**src/rtl/sipo_pkg.sv**
```systemverilog
// Shared types and constants for the serial-in / parallel-out word assembler.
// Imported by the assembler and its environment.
package sipo_pkg;

  typedef enum logic {
    HUNT  = 1'b0,
    SHIFT = 1'b1
  } state_e;

  localparam int DEFAULT_WIDTH = 4;
  localparam int FRAME_CNT_W   = 8;

endpackage : sipo_pkg

```
**src/rtl/sipo_word_assembler.sv**
```systemverilog
// Aligns a qualified serial bit stream on a sync marker and packs WIDTH bits
// into a word, strobing out_ce for the downstream register's load enable.
module sipo_word_assembler
  import sipo_pkg::*;
#(
  parameter int WIDTH     = DEFAULT_WIDTH,
  parameter bit MSB_FIRST = 1'b1
) (
  input  logic                   clk,
  input  logic                   rst,
  input  logic                   in_valid,
  input  logic                   in_bit,
  input  logic                   in_sync,
  output logic [WIDTH-1:0]       out_data,
  output logic                   out_ce,
  output logic                   sync_err,
  output logic [FRAME_CNT_W-1:0] frame_cnt
);

  localparam int CNT_W = $clog2(WIDTH + 1);
  localparam logic [CNT_W-1:0] LAST_IDX = CNT_W'(WIDTH - 1);
  localparam logic [CNT_W-1:0] ONE      = CNT_W'(1);

  state_e                 state_q, state_d;
  logic [CNT_W-1:0]       cnt_q, cnt_d;
  logic [WIDTH-1:0]       shreg_q, shreg_d;
  logic [WIDTH-1:0]       out_data_q, out_data_d;
  logic                   out_ce_q, out_ce_d;
  logic                   sync_err_q, sync_err_d;
  logic [FRAME_CNT_W-1:0] frame_cnt_q, frame_cnt_d;

  function automatic logic [WIDTH-1:0] shift_in(input logic [WIDTH-1:0] cur,
                                                 input logic            b);
    if (MSB_FIRST) return {cur[WIDTH-2:0], b};
    else           return {b, cur[WIDTH-1:1]};
  endfunction

  always_comb begin
    // NOTE: every variable gets a default first so no path leaves it unassigned (no latch).
    state_d     = state_q;
    cnt_d       = cnt_q;
    shreg_d     = shreg_q;
    out_data_d  = out_data_q;
    out_ce_d    = 1'b0;
    sync_err_d  = 1'b0;
    frame_cnt_d = frame_cnt_q;

    if (in_valid) begin
      if (in_sync) begin
        // A marker always restarts the word; it is only an error if bits were pending.
        sync_err_d = (state_q == SHIFT) && (cnt_q != '0);
        state_d    = SHIFT;
        cnt_d      = ONE;
        shreg_d    = shift_in('0, in_bit);
      end else if (state_q == SHIFT) begin
        shreg_d = shift_in(shreg_q, in_bit);
        if (cnt_q == LAST_IDX) begin
          out_data_d  = shreg_d;
          out_ce_d    = 1'b1;
          frame_cnt_d = frame_cnt_q + FRAME_CNT_W'(1);
          cnt_d       = '0;
        end else begin
          cnt_d = cnt_q + ONE;
        end
      end
    end
  end

  // NOTE: sequential state uses non-blocking assignments so all registers update together.
  always_ff @(posedge clk) begin
    if (rst) begin
      state_q     <= HUNT;
      cnt_q       <= '0;
      shreg_q     <= '0;
      out_data_q  <= '0;
      out_ce_q    <= 1'b0;
      sync_err_q  <= 1'b0;
      frame_cnt_q <= '0;
    end else begin
      state_q     <= state_d;
      cnt_q       <= cnt_d;
      shreg_q     <= shreg_d;
      out_data_q  <= out_data_d;
      out_ce_q    <= out_ce_d;
      sync_err_q  <= sync_err_d;
      frame_cnt_q <= frame_cnt_d;
    end
  end

  assign out_data  = out_data_q;
  assign out_ce    = out_ce_q;
  assign sync_err  = sync_err_q;
  assign frame_cnt = frame_cnt_q;

endmodule : sipo_word_assembler

```
**config.mk**
```make
export PLATFORM = sky130hd
export DESIGN_NAME = sipo_word_assembler
export DESIGN_NICKNAME = d
export VERILOG_FILES = /design/src/rtl/sipo_pkg.sv /design/src/rtl/sipo_word_assembler.sv
export SDC_FILE = /design/constraint.sdc
export NUM_CORES = 1
export LEC_CHECK = 0
export ABC_AREA = 1
export CAP_MARGIN = 20
export CORE_UTILIZATION = 30
export DETAILED_ROUTE_END_ITERATION = 12
export GPL_TIMING_DRIVEN = 0
export SETUP_SLACK_MARGIN = 0.3
export SYNTH_ARGS = -nofsm -noshare
export SYNTH_HDL_FRONTEND = slang
export SYNTH_SLANG_ARGS = --single-unit
```
**constraint.sdc**
```tcl
create_clock -name clk -period 1.5 [get_ports clk]
set_input_delay 0.3 -clock clk [delete_from_list [all_inputs] [get_ports clk]]
set_output_delay 0.3 -clock clk [all_outputs]
set_load 0.01 [all_outputs]
```
==> results.sh <==
export IMPL_crit_type="flip-flop to flip-flop"
export IMPL_via_count=879
export IMPL_pwr_share_seq_pct=62.9
export IMPL_crit_chain="buf_4 > ha_2 > nand2_1 > nor2_1 > nand2_1 > nand2_1 > a21oi_2"
export IMPL_synthFlopType="dfxtp_1"
export IMPL_slew_viol_final=0
export IMPL_p_sw_mw=0.218
export IMPL_wl_um=2160
export IMPL_worstSetupStartpointType="flip-flop"
export IMPL_cp_depth=7
export IMPL_synth_edff_count=0
export IMPL_cts_buffers=3
export IMPL_grt_util_met2_pct=24.3
export IMPL_min_path_type="primary input to flip-flop"
export IMPL_rows=19
export IMPL_grt_max_degree=12
export IMPL_drc_errors=2
export IMPL_cts_tree="done"
export IMPL_combPwrFrac_pct=6.3
export IMPL_n_antenna_cell=0
export IMPL_dieHeight_um=57.5
export IMPL_grt_util_all_layers_pct=13.1
export IMPL_finalClockSkew_ps=7.13
export IMPL_setup_tns_ps=0
export IMPL_yosysTopAreaCell="dfxtp_1"
export IMPL_wl_per_cell_um=11.8
export IMPL_die_x_um=57.5
export IMPL_worst_path_buf_inv=1
export IMPL_io_pins=19
export IMPL_design_area_um2=1230
export IMPL_outcome="complete, but fails checks"
export IMPL_fin_util_pct=43.4
export IMPL_initial_core_util_pct=32.7
export IMPL_vdd_ir_drop_max_v=0.000527
export IMPL_critPathLaunch="frame_cnt[0]$_SDFFE_PP0P_"
export IMPL_ys_seq_elements=21
export IMPL_worstSetupEndpointType="flip-flop"
export IMPL_placed_cell_area_um2=1130
export IMPL_holdWs_ps=254
export IMPL_clkSlewWorstSetupHoldPaths_ps=120
export IMPL_io_buffer_count=17
export IMPL_antenna_found_initial=0
export IMPL_syn_to_final_growth_pct=32.7
export IMPL_coreArea_um2=2830
export IMPL_cts_max_level=1
export IMPL_critPathMaxStageDelay_ps=350
export IMPL_synth_cell_types=22
export IMPL_post_place_ws_ps=-161
export IMPL_avgSynthCellArea_um2=7.64
export IMPL_ctsLongestPathBuffers=2
export IMPL_ff2ff_path_depth=7
export IMPL_path_common_cell="nand2_1"
export IMPL_clk_latency_ps=310
export IMPL_period_minus_slack_ps=1200
export IMPL_dp_hpwl_um=1370
export IMPL_grt_pass1_wl_um=3330
export IMPL_routabilityCongestion=0.747
export IMPL_clock_sinks=21
export IMPL_final_nets=161
export IMPL_critPathMaxFanout=3
export IMPL_rr_endpoint="frame_cnt[4]$_SDFFE_PP0P_"
export IMPL_ys_top_cells_by_area="dfxtp_1 (45%), nand2_1 (11%), a21oi_1 (6.5%)"
export IMPL_fp_dieArea_um2=3310
export IMPL_p_int_mw=0.689
export IMPL_finalHoldViolCount=0
export IMPL_grt_ovfl_total=0
export IMPL_swShare_pct=24.0
export IMPL_yosysWarnings=0
export IMPL_max_freq_mhz=835
export IMPL_synth_top_area_share_pct=45.5
export IMPL_drive_gt1_share_pct=38.8
export IMPL_synthMostInstantiatedCell="nand2_1"
export IMPL_ant_nets=0
export IMPL_first_global_vias=789
export IMPL_slowest_stage="dfxtp_2"
export IMPL_tightest_slew_ps=353
export IMPL_critPathCapture="frame_cnt[4]$_SDFFE_PP0P_"
export IMPL_clockRootBuffer="clkbuf_4"
export IMPL_max_slew_margin_pct=76.3
export IMPL_r2r_slack_ps=300
export IMPL_setup_viol=0
export IMPL_yosys_top_cells_count="nand2_1 (26), dfxtp_1 (21), nor2_1 (15)"
export IMPL_seq_area_frac_synth_pct=45.5
export IMPL_cap_violations=0
export IMPL_cts_hold_buf=0
export IMPL_vias_per_cell=4.80
export IMPL_r2r_start="frame_cnt[0]$_SDFFE_PP0P_"
export IMPL_synth_area_um2=925
export IMPL_p_leak_nw=0.558
export IMPL_rsz0062_at_grt="true"
export IMPL_arrival_ps=1410
export IMPL_critical_path_top_delay_family="simple AND/OR/NAND/NOR gates"
export IMPL_fin_crit_sh_pct=79.8
export IMPL_powerDensity_nw_per_um2=739
export IMPL_async_flop_share_pct=0
export IMPL_first_pass_iters=8
export IMPL_violations="design-rule violations"
export IMPL_drt_iter0_markers=29
export IMPL_synth_nets=129
export IMPL_critPathRequiredTime_ps=1720
export IMPL_gr_max_usage_layer="met2"
export IMPL_use_met1_pct=14.2
export IMPL_netlist_instances=121
export IMPL_met3_usage_pct=4.31
export IMPL_p_clk_share_pct=30.8
export IMPL_timing_final_ws_setup_ps=303
-- per-stage QoR --
step | total power [mW] | cells
after floorplan | 0.615 | 121
after global placement | 0.636 | 169
after detailed placement | 0.638 | 169
after CTS | 0.915 | 181
after global routing | 0.956 | 183
final | 0.907 | 183
-- cell type report --
| type | count | area [µm²] |
|---|---|---|
| plain buffers | 3 | 23.8 |
| clock buffers | 4 | 26.3 |
| fillers | 301 | 1600 |
| inverters | 15 | 56.3 |
| multi-input cells | 82 | 463 |
| flip-flops and latches | 21 | 442 |
| well taps | 31 | 38.8 |
| repair buffers | 27 | 178 |
-- metal layers --
layer  share of wire (%)  routed length (µm)  vias up
met5                   0                   0        -
met4                0.60                  13        0
met3                 5.2                 112        4
met2                  52                1130       22
met1                  42                 901      406
li1                    -                   -      447
-- power by group through the flow --
stage	Sequential, mW	Combinational [mW]	Clock [mW]
finish	0.571	0.0575	0.279
global route	0.571	0.0641	0.320
CTS	0.569	0.0539	0.291
detailed placement	0.583	0.0551	0
global placement	0.583	0.0536	0
floorplan	0.582	0.0331	0
-- worst min-delay path by stage --
stage / from / to / slack (ps) / depth (start not counted)
after floorplan: shreg_q[2]$_SDFFE_PP0P_ / shreg_q[2]$_SDFFE_PP0P_ / 440 / 2
after global placement: shreg_q[2]$_SDFFE_PP0P_ / shreg_q[2]$_SDFFE_PP0P_ / 450 / 2
after detailed placement: out_data[2]$_SDFFE_PP0P_ / out_data[2]$_SDFFE_PP0P_ / 460 / 2
after CTS: rst / cnt_q[1]$_SDFFE_PP0P_ / 260 / 2
after global routing: rst / frame_cnt[2]$_SDFFE_PP0P_ / 240 / 2
final: rst / frame_cnt[2]$_SDFFE_PP0P_ / 250 / 2
-- registers in the layout, summed over array words and instances (netlist names) --
signal     count
sync_err       1
frame_cnt      8
out_ce         1
state_q        1
out_data       4
shreg_q        3
cnt_q          3
-- what timing repair did --
item,CTS,global route
gates resized for setup,51,26
cloned,1,0
buffers inserted,7,2
pin swaps,1,3
setup endpoints to repair,30,25
-- cells by family after synthesis --
logic type,share of synthesized area [%]
adder cells (fa/ha/maj),4.06
AND/OR/NAND/NOR,27.6
AO/OA/AOI/OAI,12.3
buffers and inverters,8.66
XOR/XNOR,1.89
flip-flops,45.5
-- placed cells by master, fill, tap and decap left out, types with 5 or more instances in the layout --
| cell type | count |
|---|---|
| nand3_1 | 6 |
| nand2_1 | 25 |
| dfxtp_1 | 6 |
| buf_2 | 8 |
| o21ai_0 | 5 |
| clkbuf_2 | 6 |
| nor2_1 | 14 |
| buf_4 | 11 |
| inv_1 | 14 |
| a21oi_1 | 11 |
| dfxtp_2 | 14 |
Note: power is estimated with default switching activity, not from simulation.
